===== src/rtl/antares_imm_pkg.sv =====
// Shared opcodes, extension mode codes, control states and result payload for the
// Antares-R2 decode-stage immediate controller.
package antares_imm_pkg;

    localparam int unsigned DEF_XLEN     = 32;
    localparam int unsigned DEF_BR_SHIFT = 2;
    localparam int unsigned OPC_W        = 6;
    localparam int unsigned MODE_W       = 3;

    localparam logic [OPC_W-1:0] OP_NOP   = 6'h00;
    localparam logic [OPC_W-1:0] OP_J     = 6'h02;
    localparam logic [OPC_W-1:0] OP_JAL   = 6'h03;
    localparam logic [OPC_W-1:0] OP_BEQ   = 6'h04;
    localparam logic [OPC_W-1:0] OP_BNE   = 6'h05;
    localparam logic [OPC_W-1:0] OP_ADDI  = 6'h08;
    localparam logic [OPC_W-1:0] OP_ADDIU = 6'h09;
    localparam logic [OPC_W-1:0] OP_SLTI  = 6'h0A;
    localparam logic [OPC_W-1:0] OP_SLTIU = 6'h0B;
    localparam logic [OPC_W-1:0] OP_ANDI  = 6'h0C;
    localparam logic [OPC_W-1:0] OP_ORI   = 6'h0D;
    localparam logic [OPC_W-1:0] OP_XORI  = 6'h0E;
    localparam logic [OPC_W-1:0] OP_LUI   = 6'h0F;
    localparam logic [OPC_W-1:0] OP_LW    = 6'h23;
    localparam logic [OPC_W-1:0] OP_SW    = 6'h2B;

    typedef enum logic [MODE_W-1:0] {
        MODE_NONE   = 3'd0,
        MODE_SIGN   = 3'd1,
        MODE_ZERO   = 3'd2,
        MODE_UPPER  = 3'd3,
        MODE_BRANCH = 3'd4,
        MODE_JUMP   = 3'd5
    } imm_mode_e;

    typedef enum logic [1:0] {
        ST_EMPTY = 2'd0,
        ST_FULL  = 2'd1,
        ST_SKID  = 2'd2
    } ctrl_state_e;

    typedef struct packed {
        logic [31:0] imm;
        imm_mode_e   mode;
        logic [31:0] target;
    } imm_result_t;

endpackage


===== src/rtl/imm_decode.sv =====
// Combinational opcode classification and immediate/target generation for one
// instruction word at a given pc.
module imm_decode
    import antares_imm_pkg::*;
#(
    parameter int unsigned XLEN     = DEF_XLEN,
    parameter int unsigned BR_SHIFT = DEF_BR_SHIFT
) (
    input  logic [XLEN-1:0] instr,
    input  logic [XLEN-1:0] pc,
    output logic [XLEN-1:0] imm_c,
    output imm_mode_e       mode_c,
    output logic [XLEN-1:0] target_c
);

    logic [OPC_W-1:0] opcode;
    logic [XLEN-1:0]  pc_plus4;
    logic [XLEN-1:0]  sext;
    logic [XLEN-1:0]  br_off;

    assign opcode   = instr[31:26];
    assign pc_plus4 = pc + XLEN'(4);
    assign sext     = {{16{instr[15]}}, instr[15:0]};
    assign br_off   = sext << BR_SHIFT;

    always_comb begin
        imm_c    = '0;
        mode_c   = MODE_NONE;
        target_c = '0;
        case (opcode)
            OP_ADDI, OP_ADDIU, OP_SLTI, OP_SLTIU, OP_LW, OP_SW: begin
                imm_c  = sext;
                mode_c = MODE_SIGN;
            end
            OP_ANDI, OP_ORI, OP_XORI: begin
                imm_c  = {16'h0, instr[15:0]};
                mode_c = MODE_ZERO;
            end
            OP_LUI: begin
                imm_c  = {instr[15:0], 16'h0};
                mode_c = MODE_UPPER;
            end
            OP_BEQ, OP_BNE: begin
                imm_c    = br_off;
                mode_c   = MODE_BRANCH;
                target_c = pc_plus4 + br_off;
            end
            OP_J, OP_JAL: begin
                imm_c    = {6'h0, instr[25:0]};
                mode_c   = MODE_JUMP;
                target_c = {pc_plus4[31:28], instr[25:0], 2'b00};
            end
            default: ;
        endcase
    end

endmodule


===== src/rtl/imm_decode_ctrl.sv =====
// Decode-stage immediate controller: decodes on the input side, then holds results
// in an output register backed by a one-entry skid register.
module imm_decode_ctrl
    import antares_imm_pkg::*;
#(
    parameter int unsigned XLEN     = DEF_XLEN,
    parameter int unsigned BR_SHIFT = DEF_BR_SHIFT
) (
    input  logic              clk,
    input  logic              rst_n,
    input  logic              flush,
    input  logic              in_valid,
    output logic              in_ready,
    input  logic [XLEN-1:0]   in_instr,
    input  logic [XLEN-1:0]   in_pc,
    output logic              out_valid,
    input  logic              out_ready,
    output logic [XLEN-1:0]   out_imm,
    output logic [MODE_W-1:0] out_mode,
    output logic [XLEN-1:0]   out_target
);

    ctrl_state_e state_q, state_d;
    imm_result_t out_q, out_d;
    imm_result_t skid_q, skid_d;
    imm_result_t dec_c;
    logic        accept_c;

    imm_decode #(
        .XLEN     (XLEN),
        .BR_SHIFT (BR_SHIFT)
    ) u_imm_decode (
        .instr    (in_instr),
        .pc       (in_pc),
        .imm_c    (dec_c.imm),
        .mode_c   (dec_c.mode),
        .target_c (dec_c.target)
    );

    // Ready comes straight off the state flop so upstream never sees out_ready.
    assign in_ready  = (state_q != ST_SKID);
    assign out_valid = (state_q != ST_EMPTY);
    assign accept_c  = in_valid & in_ready;

    always_comb begin
        state_d = state_q;
        out_d   = out_q;
        skid_d  = skid_q;
        if (flush) begin
            state_d = ST_EMPTY;
        end else begin
            case (state_q)
                ST_EMPTY: begin
                    if (accept_c) begin
                        out_d   = dec_c;
                        state_d = ST_FULL;
                    end
                end
                ST_FULL: begin
                    if (out_ready && accept_c) begin
                        out_d = dec_c;
                    end else if (out_ready) begin
                        state_d = ST_EMPTY;
                    end else if (accept_c) begin
                        skid_d  = dec_c;
                        state_d = ST_SKID;
                    end
                end
                ST_SKID: begin
                    if (out_ready) begin
                        out_d   = skid_q;
                        state_d = ST_FULL;
                    end
                end
                default: state_d = ST_EMPTY;
            endcase
        end
    end

    always_ff @(posedge clk or negedge rst_n) begin
        if (!rst_n) begin
            state_q <= ST_EMPTY;
            out_q   <= '0;
            skid_q  <= '0;
        end else begin
            state_q <= state_d;
            out_q   <= out_d;
            skid_q  <= skid_d;
        end
    end

    assign out_imm    = out_q.imm;
    assign out_mode   = out_q.mode;
    assign out_target = out_q.target;

endmodule

===== config.mk =====
export PLATFORM = sky130hd
export DESIGN_NAME = imm_decode_ctrl
export DESIGN_NICKNAME = d
export VERILOG_FILES = /design/src/rtl/antares_imm_pkg.sv /design/src/rtl/imm_decode.sv /design/src/rtl/imm_decode_ctrl.sv
export SDC_FILE = /design/constraint.sdc
export NUM_CORES = 1
export LEC_CHECK = 0
export ABC_CLOCK_PERIOD_IN_PS = 4800
export BUFFER_PORTS_ARGS = -buffer_cell sky130_fd_sc_hd__buf_2
export CORE_MARGIN = 2
export CORE_UTILIZATION = 29
export DETAILED_ROUTE_END_ITERATION = 16
export GPL_ROUTABILITY_DRIVEN = 0
export PLACE_DENSITY = 0.46
export SYNTH_ARGS = -nofsm -noshare
export SYNTH_HDL_FRONTEND = slang
export SYNTH_SLANG_ARGS = --single-unit
export TNS_END_PERCENT = 50

===== constraint.sdc =====
create_clock -name clk -period 4.8 [get_ports clk]
set_clock_uncertainty 0.05 [all_clocks]
set_input_delay 0.48 -clock clk [delete_from_list [all_inputs] [get_ports clk]]
set_output_delay 0.48 -clock clk [all_outputs]
set_load 0.05 [all_outputs]

# After elaboration in Yosys (flattened, before gate mapping)
# Index checks and enable logic that the tools add are counted.
dict set report word_totals {
  register_bits 136
  input_bits 69
}
dict set report op_classes {
  addsub 2
  eq_ne 24
  n_mux 14
  bitwise_logic 4
  n_reduce_logical 11
}
# op count
set ops {}
lappend ops {{$mux W67} 3}
lappend ops {{$pmux W67 S3} 1}
lappend ops {{$pmux W32 S5} 1}
lappend ops {{$pmux W32 S2} 1}
lappend ops {{$eq A6 B4 Y1 const B} 8}
lappend ops {{$add A32 B3 Y32 const B} 1}
lappend ops {{$add A32 B32 Y32} 1}
lappend ops {{$pmux W3 S5} 1}
lappend ops {{$eq A6 B2 Y1 const B} 2}
lappend ops {{$eq A6 B3 Y1 const B} 2}
lappend ops {{$eq A6 B6 Y1 const B} 2}
lappend ops {{$mux W2} 6}
lappend ops {{$reduce_and A5 Y1} 2}
lappend ops {{$ne A3 B3 Y1 const B} 3}
lappend ops {{$ne A2 B2 Y1 const B} 4}
lappend ops {{$pmux W2 S3} 1}
lappend ops {{$reduce_or A6 Y1} 1}
lappend ops {{$ne A4 B4 Y1 const B} 1}
lappend ops {{$reduce_and A4 Y1} 1}
lappend ops {{$reduce_or A2 Y1} 2}
lappend ops {{$not A1 Y1} 3}
lappend ops {{$reduce_bool A3 Y1} 1}
lappend ops {{$reduce_or A3 Y1} 1}
lappend ops {{$eq A2 B1 Y1 const B} 1}
lappend ops {{other kinds (5)} 5}

# Longest topological paths before layout
# Gate-level depths: netlist of run 1.
dict set report logic_depth {
  word_depth 7
  depth_mapped 18
  depth_no_buf 17
}

# Modules after synthesis
# Synthesis of run 1 repeated with hierarchy kept, for this count alone.
dict set report unflattened {
  hier_cells 942
  area_unflattened_um2 8876.0
}
# mod instances cells_per_inst area_each_um2
set by_module_without_submodules {}
lappend by_module_without_submodules {imm_decode_ctrl 1 516 5945.7}
lappend by_module_without_submodules {imm_decode 1 426 2930.3}

# Worst setup path before layout of run 1
# Ideal clock, no wire load.
dict set report synth_timing {
  path_kind {input -> register}
  start {in in_pc[10]}
  end {reg skid_q[31] (netlist bit)}
  setup_ns 0.080
  arrival_time_ns 3.726
  required_ns 4.670
  slack_ns 0.943
  stages 14
  path_buffers 0
  cell_sequence {nand4_2 -> or4_4 -> nor2_1 -> nand3_1 -> xnor2_1 -> ha_1 -> and3_1 -> o31ai_1 -> a21oi_1 -> a2111oi_0 -> o21ai_0 -> o21ai_0 -> mux2_4 -> a31oi_4}
}
dict set report synth_between {
  elab_chain_len 3
}
# item line_no
set synth_rtl {}
lappend synth_rtl {{start, declared} imm_decode_ctrl.sv:15} ;# input logic [XLEN-1:0] in_pc,
lappend synth_rtl {{$add A32 B3 Y32 (*)} imm_decode.sv:22} ;# assign pc_plus4 = pc + XLEN'(4);
lappend synth_rtl {{$add A32 B32 Y32} imm_decode.sv:46} ;# target_c = pc_plus4 + br_off;
lappend synth_rtl {{$pmux W32 S2 (*)} imm_decode.sv:30} ;# case (opcode)
lappend synth_rtl {{end signal, assigned} imm_decode_ctrl.sv:88} ;# skid_q <= skid_d;
lappend synth_rtl {{end, declared} imm_decode_ctrl.sv:25} ;# imm_result_t skid_q, skid_d;
# Mark *: on every way between the ends. The rest lies on a longest branch, timed or not.
# A chain may end at the register's enable or synchronous reset.

# Worst setup path after layout of run 1
dict set report layout_timing {
  start {in in_pc[4]}
  end {reg skid_q[31] (netlist bit)}
}
# Same word-level chain as after synthesis.

==> results of run 1 <==
-- cell usage after synthesis (2+ instances only) --
cell	number	share of area (%)
sky130_fd_sc_hd__a2111oi_0	3	0.32
sky130_fd_sc_hd__a211o_1	3	0.32
sky130_fd_sc_hd__a211oi_1	8	0.73
sky130_fd_sc_hd__a21o_1	14	1.3
sky130_fd_sc_hd__a21oi_1	83	5.1
sky130_fd_sc_hd__a221oi_1	17	1.8
sky130_fd_sc_hd__a22oi_1	31	2.8
sky130_fd_sc_hd__a31oi_1	12	0.91
sky130_fd_sc_hd__a32oi_1	3	0.32
sky130_fd_sc_hd__and3_1	17	1.3
sky130_fd_sc_hd__and4_1	2	0.21
sky130_fd_sc_hd__buf_1	7	0.32
sky130_fd_sc_hd__clkbuf_1	51	2.3
sky130_fd_sc_hd__dfrtp_1	136	41
sky130_fd_sc_hd__ha_1	35	5.3
sky130_fd_sc_hd__inv_1	16	0.73
sky130_fd_sc_hd__mux2_2	2	0.27
sky130_fd_sc_hd__nand2_1	157	7.2
sky130_fd_sc_hd__nand2b_1	4	0.30
sky130_fd_sc_hd__nand3_1	21	1.3
sky130_fd_sc_hd__nand4_1	8	0.61
sky130_fd_sc_hd__nor2_1	98	4.5
sky130_fd_sc_hd__nor2b_1	6	0.46
sky130_fd_sc_hd__nor3_1	13	0.79
sky130_fd_sc_hd__o211ai_1	7	0.64
sky130_fd_sc_hd__o21a_1	4	0.37
sky130_fd_sc_hd__o21ai_0	124	7.6
sky130_fd_sc_hd__o21ai_1	16	0.98
sky130_fd_sc_hd__o31a_1	3	0.32
sky130_fd_sc_hd__o31ai_1	5	0.46
sky130_fd_sc_hd__o41ai_1	2	0.21
sky130_fd_sc_hd__or2_1	2	0.15
sky130_fd_sc_hd__or2_2	2	0.15
sky130_fd_sc_hd__or3_1	5	0.38
sky130_fd_sc_hd__or4_4	2	0.27
sky130_fd_sc_hd__xnor2_1	29	3.1
sky130_fd_sc_hd__xor2_1	20	2.1
-- per-stage QoR --
stage | total power, mW | cells | util [%]
after global placement | 2.03 | 1452 | 33.2
after floorplan | 1.79 | 987 | -
final | 3.31 | 1484 | 35.3
after CTS | 3.35 | 1484 | 35.3
after global routing | 3.48 | 1484 | 35.3
after detailed placement | 2.04 | 1452 | 33.2
-- final cells by class --
cell class              instances  area share (%)
repair buffers                147            7.80
well taps                     378            4.81
flip-flops and latches        136            34.6
multi-input cells             775            46.2
clock inverters                13            1.37
inverters                      16           0.611
clock buffers                  19            4.61
-- flip-flops by register name, indices dropped and copies added, names as in the netlist --
signal,cells
out_imm,32
state_q,2
skid_q,67
out_mode,3
out_target,32
-- per-layer routing --
metal	routed length [um]	share of wire, %	up-vias	track usage, %
met2	11200	44	158	26.4
met3	1060	4.2	24	2.93
met1	12400	49	3361	24.7
met5	0	0	-	0
li1	-	-	3737	-
met4	505	2.0	0	5.81
-- power breakdown --
| group | switching (mW) | leakage [nW] | internal [mW] | total [mW] |
|---|---|---|---|---|
| Sequential | 0.0502 | 1.86 | 1.24 | 1.29 |
| Combinational | 0.501 | 2.41 | 0.219 | 0.720 |
| Clock | 0.551 | 0.277 | 0.754 | 1.30 |
-- worst paths after layout --
| kind | end | cells past startpoint | from | slack [ns] |
|---|---|---|---|---|
| setup / recovery | skid_q[31] | 16 | in_pc[4] | 1.05 |
| min in group clk | state_q[0] | 2 | flush | 0.20 |
| max in group asynchronous | skid_q[52] | 2 | rst_n | 3.73 |
| hold reg to reg | out_imm[2] | 2 | out_imm[2] | 0.42 |
| hold / removal | out_imm[18] | 1 | rst_n | -0.01 |
| setup reg to reg | out_imm[10] | 7 | state_q[1] | 2.40 |
-- worst register-to-register path: stages, from the launching register on --
cell	delay, ns
sky130_fd_sc_hd__dfrtp_1	0.39
sky130_fd_sc_hd__nor2b_1	0.12
sky130_fd_sc_hd__a21oi_1	0.13
sky130_fd_sc_hd__nor2_1	0.07
sky130_fd_sc_hd__a21oi_1	0.17
sky130_fd_sc_hd__or2_4	0.72
sky130_fd_sc_hd__buf_4	0.47
sky130_fd_sc_hd__o21ai_0	0.15
-- cells by family after synthesis --
| family | count (synthesis) |
|---|---|
| AOI/OAI and AO/OA | 342 |
| and+or+nand+nor | 342 |
| DFF | 136 |
| buffers and inverters | 76 |
| xor gates and xnor gates | 51 |
| adders and majority gates | 36 |
| muxes | 4 |
==> metrics.md, run 1 <==
| Metric | Value |
|---|---|
| Number of standard cells after synthesis | `about 990` |
| Flip-flop and latch count after synthesis | `about 140` |
| Global-route wire length before repair | `between 30000 and 40000 um` |
| Core area | `about 28000 sq um` |
| Height of the die | `between 150 and 200 um` |
| Count of pins over their slew limit | `0` |
| Area growth from synthesis to layout | `19.7%` |
| Worst Hold Class | `input port to asynchronous set/reset pin` |
| CP startpoint kind | `input port` |
| Crit-path slowest cell | `sky130_fd_sc_hd__or4_4` |
| Total clock buffers created by CTS | `17` |
| Antenna violation net count after detailed routing | `0` |
| Cell type with the highest occurrence count on the critical path | `sky130_fd_sc_hd__o21ai_0` |
| Dpl ws | `0.599 ns` |
| Slew @ Worst Pin | `1.10 ns` |
| Number of fill cells in the layout | `about 3000` |
| Initial antenna violation count | `0` |
| Resize count post-CTS | `0` |
| Yosys warning total | `0` |
| Clk sinks | `between 100 and 150` |
| Most common cell after layout, fill and taps aside | `sky130_fd_sc_hd__nand2_1` |
| Post-layout worst setup margin | `approximately 1.0 ns` |
| Static Leak | `between 4 and 5 nW` |
| IO Port Bufs | `around 140` |
| Pin count of the biggest net entering global routing | `98` |
| Max rail drop VDD | `about 210 uV` |
| DP Area | `~9000 sq um` |
| Maximum buffer depth of the clock tree | `2` |
| Insertion delay to the later sink of the worst-skew pair | `~0.43 ns` |
| Iteration count of the initial detailed-routing pass | `5` |
| Xor and xnor fraction of the mapped netlist area | `~5.6%` |
| Status | `finished, violations left` |
| Overall via count from detail_route | `7280` |
| Main combinational cell family by area after synthesis | `compound AO/OA/AOI/OAI gates` |
| Routed via count divided by cell count | `approximately 5` |
| Chip width | `172 um` |
| Final-layout setup total negative slack | `0 ns` |
| Setup violators final | `0` |
| EDFF count, synth | `0` |
| Global-route usage over all layers | `between 10% and 20%` |
| Total global routing overflow | `0` |
| Final period util | `between 70% and 80%` |
| Initial standard-cell utilization of the core | `29.5%` |
| Achievable frequency | `around 0.27 GHz` |
| DRC marker count from the first detailed-route iteration | `~450` |
| Power per Cell Area | `337 nW/um^2` |
| Unrepaired setup endpoints after global routing | `false` |
| Net count after synthesis | `1092` |
| Path type of the worst setup path | `input port to flip-flop` |
| Sequential-to-total area share from yosys stat | `roughly 41%` |
| Final HPWL DP | `approximately 19000 um` |
| Kind of end point of the critical path | `flip-flop` |
| Critical path's top delay family | `simple AND/OR/NAND/NOR gates` |
| Number of distinct standard cells referenced by the synthesized netlist | `56` |
| Number of design rule violations left after detail routing | `0` |
| List of cells traversed by the critical path | `buf_2, nand4_1, or4_4, nor2_1, nand3_1, xnor2_1, ha_1, and3_1, o31ai_1, a21oi_1, a2111oi_0, buf_4, o21ai_0, o21ai_0, mux2_4, a31oi_4` |
| Tightest hold margin | `-0.00954 ns` |
| TritonCTS clock tree | `built` |
| Req. time, crit path | `a little over 5 ns` |
| Time the worst path needs with I/O delays and setup | `3.75 ns` |
| Fraction of the mapped netlist area in compound gates | `between 20% and 30%` |
| Cell area after layout | `9830 sq um` |
| Leading cell types in the layout, fill and taps excluded | `sky130_fd_sc_hd__nand2_1 (157), sky130_fd_sc_hd__buf_2 (136), sky130_fd_sc_hd__dfrtp_1 (136)` |
| Adder-Cell Fraction of Synth Area | `under 10%` |
| Simple-gate share of the synthesized area | `between 10% and 20%` |
| FF+latch area | `3400 sq um` |
| Vias in the first global route | `6971` |
| Area of the multi-input gates | `4540 sq um` |
| Total Wirelength | `around 25000 um` |
| Number of max-cap violations | `0` |
| Violations in the final reports | `hold timing` |
| Fraction of layout cells with a size suffix above 1 | `17.7%` |
| Share of synthesized flip-flops with an asynchronous set or reset | `100%` |
| Clock tree root driver cell | `sky130_fd_sc_hd__clkbuf_16` |
| Hold buffer count at cts | `0` |
| Total count of hold-check failures in the final report | `4` |
| Count of nets after finishing | `around 1200` |
| Critical path buffers and inverters | `2` |
| Register clock-pin slew on the reported worst setup and hold paths | `~0.060 ns` |
| Mux share of post-synthesis cell area | `0.579%` |
| Setup Fix Bufs, Post-CTS | `0` |
| Average detailed-routed wire length per instance | `approximately 17 um` |
| FP Rows | `61` |
| Largest fanout on the critical path | `6` |
| Post-synth design cell area | `approximately 8000 sq um` |
| Avg Synthesized Cell Area | `8.32 sq um` |
| I/O pin count | `~140` |
| Worst max-slew margin expressed relative to the limit | `26.5%` |
| Total inserted antenna cells | `0` |
| Dominant synthesized flop cell | `sky130_fd_sc_hd__dfrtp_1` |
| Arrival time reported for the critical path endpoint | `4.05 ns` |
| CTS HTree Levels | `4` |
| Longest individual stage delay on the worst path | `approximately 0.55 ns` |
| Floorplan die area | `29700 sq um` |
Note: power is estimated with default switching activity, not from simulation.
==> inputs of run 2 (changes only) <==
Settings changed: ABC_CLOCK_PERIOD_IN_PS 4800 to 3000, PLACE_DENSITY 0.46 to 0.47.
Clock period 4.8 ns to 3 ns, I/O delays scaled along.
==> metrics.md, run 2 (same netlist as run 1, synthesis figures left out) <==
| Metric | Value |
|---|---|
| Combinational power share | `26.1% (+4.4 points)` |
| Routed via count divided by cell count | `4.83 (-1.6%)` |
| Share of total power in sequential cells | `36.5% (-2.4 points)` |
| Clock tree root driver cell | `sky130_fd_sc_hd__clkbuf_16` |
| Violations in the final reports | `setup timing` |
| Count of pins over their slew limit | `0 (unchanged)` |
| DRC marker count from the first detailed-route iteration | `635 (+42%)` |
| Post-layout worst setup margin | `-0.0283 ns (-1.08 ns)` |
| Global-route wire length before repair | `41800 um (+6.5%)` |
| Final HPWL DP | `19700 um (+6.0%)` |
| CP startpoint kind | `input port` |
| Clk sinks | `136 (unchanged)` |
| Time the worst path needs with I/O delays and setup | `3.03 ns` |
| Non-filler instance count after layout | `1634 (+10%)` |
| Most common cell after layout, fill and taps aside | `sky130_fd_sc_hd__nand2_1` |
| Power per Cell Area | `491 nW/um^2 (+46%)` |
| Sw Share | `32.8% (-0.45 points)` |
| Tightest hold margin | `0.0209 ns (+0.0304 ns)` |
| Core utilization of the finished layout | `41.4% (+6.1 points)` |
| Slew @ Worst Pin | `0.990 ns (-0.109 ns)` |
| Req. time, crit path | `3.30 ns (-1.80 ns)` |
| Max rail drop VDD | `349 uV (+63%)` |
| I/O pin count | `138 (unchanged)` |
| Floorplan die area | `29700 sq um (unchanged)` |
| Vias in the first global route | `7578 (+8.7%)` |
| Total clock buffers created by CTS | `17 (unchanged)` |
| Maximum buffer depth of the clock tree | `2 (unchanged)` |
| Number of fill cells in the layout | `2853 (-4.6%)` |
| Number of flip-flops under the largest register name | `67 (unchanged)` |
| Count of nets after finishing | `1348 (+13%)` |
| Area growth from synthesis to layout | `40.3%` |
| Total count of hold-check failures in the final report | `0 (-4)` |
| Total Wirelength | `26700 um (+6.1%)` |
| Number of max-cap violations | `0 (unchanged)` |
| Number of placed cells counting well taps | `1588 (+9.4%)` |
| Setup violators final | `6 (+6)` |
| Total inserted antenna cells | `0 (unchanged)` |
| Antenna violation net count after detailed routing | `0 (unchanged)` |
| Achievable frequency | `roughly 0.33 GHz` |
| Overall via count from detail_route | `7888 (+8.4%)` |
| Worst max-slew margin expressed relative to the limit | `33.8% (+7.3 points)` |
| Largest fanout on the critical path | `5 (-1)` |
| Number of design rule violations left after detail routing | `0 (unchanged)` |
| Cell internal pwr | `3.80 mW (+72%)` |
| Average detailed-routed wire length per instance | `16.3 um (-3.6%)` |
| Final period util | `101%` |
| Pin count of the biggest net entering global routing | `110 (+12%)` |
| Static Leak | `5.40 nW (+19%)` |
| Initial standard-cell utilization of the core | `29.5% (unchanged)` |
| Chip width | `172 um (unchanged)` |
| Path type of the worst setup path | `input port to flip-flop` |
| CTS HTree Levels | `4 (unchanged)` |
| Arrival time reported for the critical path endpoint | `3.33 ns (-0.72 ns)` |
| Unrepaired setup endpoints after global routing | `true` |
| Global-route usage over all layers | `18.2% (+0.93 points)` |
| Status | `finished, violations left` |
| TritonCTS clock tree | `built` |
| Switching pwr | `1.85 mW (+68%)` |
| Initial antenna violation count | `0 (unchanged)` |
| Register clock-pin slew on the reported worst setup and hold paths | `0.07 ns (about the same)` |
| Register with the highest flop count | `skid_q` |
| Height of the die | `172 um (unchanged)` |
| Leading cell types in the layout, fill and taps excluded | `sky130_fd_sc_hd__nand2_1 (155), sky130_fd_sc_hd__buf_4 (152), sky130_fd_sc_hd__dfrtp_1 (136)` |
| Iteration count of the initial detailed-routing pass | `5 (unchanged)` |
| Total global routing overflow | `0 (unchanged)` |
| Worst Hold Class | `input port to flip-flop` |
| FP Rows | `61 (unchanged)` |
| Kind of end point of the critical path | `flip-flop` |
| Insertion delay to the later sink of the worst-skew pair | `0.42 ns (about the same)` |
| Core area | `27900 sq um (unchanged)` |
| IO Port Bufs | `137 (unchanged)` |
| Final-layout setup total negative slack | `-0.102 ns (-0.102 ns)` |
| Clock network fraction of design power | `37.4% (-2.0 points)` |
| Fraction of layout cells with a size suffix above 1 | `32.6% (+15 points)` |
[run 2: changes by cell type in the layout (fill, tap and decap cells not counted), sizes merged]
cell,before,now
clkinvlp,4,3
buf,147,296
dlygate4sd3,0,1
clkinv,3,4
inv,21,22
bufinv,1,2
clkbuf,19,17
[run 2: area by class of cell]
class / count / area, sq um / area share, %
tap: 378 / 473 / 4.11
sequential: 136 / 3400 / 29.5
inverter: 16 / 60.1 / 0.521
multi-input combinational: 775 / 4990 / 43.3
clock buffer: 17 / 425 / 3.69
timing repair buffer: 297 / 2000 / 17.4
clock inverter: 15 / 165 / 1.43
[run 2: power by group through the flow]
stage | Clock, mW | Combinational [mW] | Sequential (mW)
after global placement | 0 | 1.36 | 2.09
after CTS | 2.16 | 1.40 | 2.06
after floorplan | 0 | 0.568 | 2.30
after global routing | 2.24 | 1.61 | 2.08
final | 2.12 | 1.47 | 2.06
after detailed placement | 0 | 1.36 | 2.10
[run 2: critical path, cell delays in order]
cell,delay (ns)
sky130_fd_sc_hd__buf_8,0.07
sky130_fd_sc_hd__nand4_1,0.09
sky130_fd_sc_hd__or4_4,0.59
sky130_fd_sc_hd__nor2_4,0.13
sky130_fd_sc_hd__nand3_2,0.08
sky130_fd_sc_hd__xnor2_1,0.12
sky130_fd_sc_hd__ha_1,0.34
sky130_fd_sc_hd__and3_4,0.21
sky130_fd_sc_hd__o31ai_4,0.29
sky130_fd_sc_hd__a211oi_4,0.07
sky130_fd_sc_hd__a2111oi_4,0.33
sky130_fd_sc_hd__o21ai_1,0.12
sky130_fd_sc_hd__o21ai_1,0.11
sky130_fd_sc_hd__mux2_4,0.33
sky130_fd_sc_hd__a31oi_4,0.14
[run 2: stage by stage]
stage / power [mW] / setup WS (ns) / cell area (sq um)
6_report: 5.65 / -0.0283 / 11500
5_1_grt: 5.94 / -0.176 / 11500
4_1_cts: 5.63 / -0.0341 / 11200
3_5_place_dp: 3.46 / -0.630 / 10400
3_3_place_gp: 3.45 / -0.526 / 10400
2_1_floorplan: 2.87 / -0.273 / 8280
[run 2: final timing paths]
check	slack, ns	startpoint	end	cells past startpoint
max in group asynchronous	1.77	rst_n	skid_q[33]	3
min reg2reg	0.42	out_mode[2]	out_mode[2]	2
min in group asynchronous	0.39	rst_n	out_imm[22]	2
min	0.02	flush	state_q[0]	2
max	-0.03	in_pc[4]	skid_q[31]	15
max reg2reg	0.88	state_q[1]	out_target[11]	7
[run 2: layer usage]
layer / global-route usage [%] / wire length [um] / vias up
met2: 27.6 / 11900 / 175
met4: 4.93 / 325 / 0
met5: 0 / 0 / -
met1: 26.9 / 13500 / 3667
met3: 2.66 / 957 / 18
li1: - / - / 4028
[run 2: repair_timing]
action | in CTS | in global routing
resized for setup | 23 | 62
buffers inserted | 10 | 3
endpoints found under the hold margin | 60 | 0
hold buffers | 1 | 0
endpoints found under the setup margin | 11 | 27
pin swaps | 22 | 34
==> inputs of run 3 (changes only) <==
Settings changed: CAP_MARGIN set to 20, SETUP_SLACK_MARGIN set to 0.2.
==> metrics.md, run 3 (same netlist as run 1, synthesis figures left out) <==
| Metric | Value |
|---|---|
| Status | `finished, violations left` |
| Violations in the final reports | `setup timing` |
| Max rail drop VDD | `343 uV (-1.9%)` |
| Hold path startpoint | `flush` |
| Count of pins over their slew limit | `0 (unchanged)` |
| Arrival time reported for the critical path endpoint | `3.36 ns (+0.03 ns)` |
| Number of placed cells counting well taps | `1590 (+0.13%)` |
| Number of max-cap violations | `0 (unchanged)` |
| Top Metal Used | `met4` |
| Most common cell after layout, fill and taps aside | `sky130_fd_sc_hd__buf_4` |
| Iteration count of the initial detailed-routing pass | `5 (unchanged)` |
| Longest individual stage delay on the worst path | `0.59 ns (about the same)` |
| Total clock buffers created by CTS | `17 (unchanged)` |
| IO Port Bufs | `137 (unchanged)` |
| Core utilization of the finished layout | `42.7% (+1.3 points)` |
| I/O pin count | `138 (unchanged)` |
| Average detailed-routed wire length per instance | `16.4 um (+0.54%)` |
| Largest fanout on the critical path | `4 (-1)` |
| Req. time, crit path | `3.31 ns (about the same)` |
| Crit-path slowest cell | `sky130_fd_sc_hd__or4_4` |
| Worst max-slew margin expressed relative to the limit | `24.4% (-9.4 points)` |
| Antenna violation net count after detailed routing | `0 (unchanged)` |
| Time the worst path needs with I/O delays and setup | `3.06 ns (+0.0284 ns)` |
| TritonCTS clock tree | `built` |
| Insertion delay to the later sink of the worst-skew pair | `0.42 ns (about the same)` |
| Initial standard-cell utilization of the core | `29.5% (unchanged)` |
| Clk sinks | `136 (unchanged)` |
| Height of the die | `172 um (unchanged)` |
| Global-route usage over all layers | `18.4% (+0.17 points)` |
| Final HPWL DP | `19800 um (+0.11%)` |
| Unrepaired setup endpoints after global routing | `true` |
| Pin count of the biggest net entering global routing | `110 (unchanged)` |
| Initial antenna violation count | `0 (unchanged)` |
| Total inserted antenna cells | `0 (unchanged)` |
| Floorplan die area | `29700 sq um (unchanged)` |
| Count of nets after finishing | `1364 (+1.2%)` |
| Core area | `27900 sq um (unchanged)` |
| Total count of hold-check failures in the final report | `0 (unchanged)` |
| Setup violators final | `4 (-2)` |
| Wire length on met2 | `12200 um (+2.1%)` |
| Routed metal-1 wirelength | `13600 um (+1.2%)` |
| FP Rows | `61 (unchanged)` |
| List of cells traversed by the critical path | `buf_8, nand4_1, or4_4, nor2_4, buf_6, xor2_2, ha_2, a21o_1, a21o_1, o31ai_4, buf_6, a211oi_4, a2111oi_4, o21ai_1, o21ai_1, mux2_4, a31oi_4` |
| Final period util | `102% (+0.95 points)` |
| Chip width | `172 um (unchanged)` |
| Maximum buffer depth of the clock tree | `2 (unchanged)` |
| Vias in the first global route | `7517 (-0.80%)` |
| Slew @ Worst Pin | `1.13 ns (+0.140 ns)` |
| Kind of end point of the critical path | `flip-flop` |
| Clock tree root driver cell | `sky130_fd_sc_hd__clkbuf_16` |
| Global-route wire length before repair | `42000 um (+0.48%)` |
| Power per Cell Area | `485 nW/um^2 (-1.1%)` |
| Register clock-pin slew on the reported worst setup and hold paths | `0.06 ns (about the same)` |
| Register with the highest flop count | `skid_q` |
| Total Wirelength | `27100 um (+1.5%)` |
| Worst Hold Class | `input port to flip-flop` |
| Path type of the worst setup path | `input port to flip-flop` |
| Area growth from synthesis to layout | `44.8%` |
| Met3 layer wire length in the routed design | `982 um (+2.6%)` |
| Critical Path Source | `in_pc[4]` |
| Routed via count divided by cell count | `4.86 (+0.65%)` |
| Number of design rule violations left after detail routing | `0 (unchanged)` |
| Number of flip-flops under the largest register name | `67 (unchanged)` |
| Non-filler instance count after layout | `1649 (+0.92%)` |
| DRC marker count from the first detailed-route iteration | `600 (-5.5%)` |
| CTS HTree Levels | `4 (unchanged)` |
| CP startpoint kind | `input port` |
| Achievable frequency | `0.327 GHz (-0.93%)` |
| Launch instance of the worst register-to-register path | `state_q[1]` |
| Post-layout worst setup margin | `-0.0567 ns (-0.0284 ns)` |
| Total global routing overflow | `0 (unchanged)` |
| Static Leak | `5.54 nW (+2.6%)` |
| Fraction of layout cells with a size suffix above 1 | `35.6% (+3.1 points)` |
| Overall via count from detail_route | `8012 (+1.6%)` |
| Leading cell types in the layout, fill and taps excluded | `sky130_fd_sc_hd__buf_4 (159), sky130_fd_sc_hd__nand2_1 (152), sky130_fd_sc_hd__dfrtp_1 (136)` |
| Final-layout setup total negative slack | `-0.0977 ns (+0.00400 ns)` |
-- run 3: cell types whose count changed in the layout (fill, tap and decap cells not counted), sizes merged --
cell	change
clkinv	+2
buf	+16
inv	-4
bufinv	+1
-- run 3: routing by layer --
layer | vias to the layer above | GRT usage [%]
met5 | - | 0
met4 | 0 | 4.53
met3 | 16 | 2.68
met2 | 181 | 27.9
met1 | 3753 | 27.4
li1 | 4062 | -
-- run 3: power by group --
part / switching, mW / total (mW) / leakage (nW) / internal, mW
logic: 0.935 / 1.56 / 3.40 / 0.626
clock network: 0.839 / 2.15 / 0.286 / 1.31
registers: 0.0815 / 2.06 / 1.86 / 1.98
-- run 3: worst paths after layout --
kind,to,slack (ns),depth (start not counted)
setup / recovery,skid_q[31],-0.06,17
hold / removal,state_q[0],0.02,2
setup reg to reg,out_target[25],0.89,8
hold reg to reg,out_imm[2],0.42,2
max in group asynchronous,out_imm[14],1.82,3
min in group asynchronous,out_imm[23],0.35,2
-- run 3: layout make-up --
| class | count | area, sq um |
|---|---|---|
| inverters | 16 | 60.1 |
| clock buffers | 17 | 425 |
| clock inverters | 14 | 175 |
| multi-input cells | 775 | 5180 |
| repair buffers | 313 | 2170 |
| flip-flops and latches | 136 | 3400 |
| fillers | 2827 | 16000 |
| well taps | 378 | 473 |
-- run 3: stage by stage --
step | area [sq um] | setup slack (ns) | power (mW) | hold WS, ns
2_1_floorplan | 8300 | -0.273 | 2.87 | -0.0456
3_3_place_gp | 10400 | -0.661 | 3.46 | 0.234
3_5_place_dp | 10400 | -0.613 | 3.47 | 0.238
4_1_cts | 11400 | -0.00510 | 5.73 | 0.00733
5_1_grt | 11900 | -0.163 | 6.06 | 0.0280
6_report | 11900 | -0.0567 | 5.77 | 0.0244
-- run 3: critical path: cells and delay by family --
| kind | cells | cell delay, ns |
|---|---|---|
| AO/OA/AOI/OAI | 8 | 1.28 |
| XOR/XNOR | 1 | 0.05 |
| adder cells (fa/ha/maj) | 1 | 0.19 |
| buffers and inverters | 3 | 0.33 |
| multiplexers | 1 | 0.34 |
| AND/OR/NAND/NOR | 3 | 0.86 |
-- run 3: what timing repair did --
action | CTS | global route
pin swaps | 56 | 41
endpoints found under the setup margin | 29 | 36
hold endpoints to repair | 46 | 0
gates resized for setup | 52 | 73
gates cloned | 0 | 0
buffers inserted | 19 | 8
hold buffers | 1 | 0
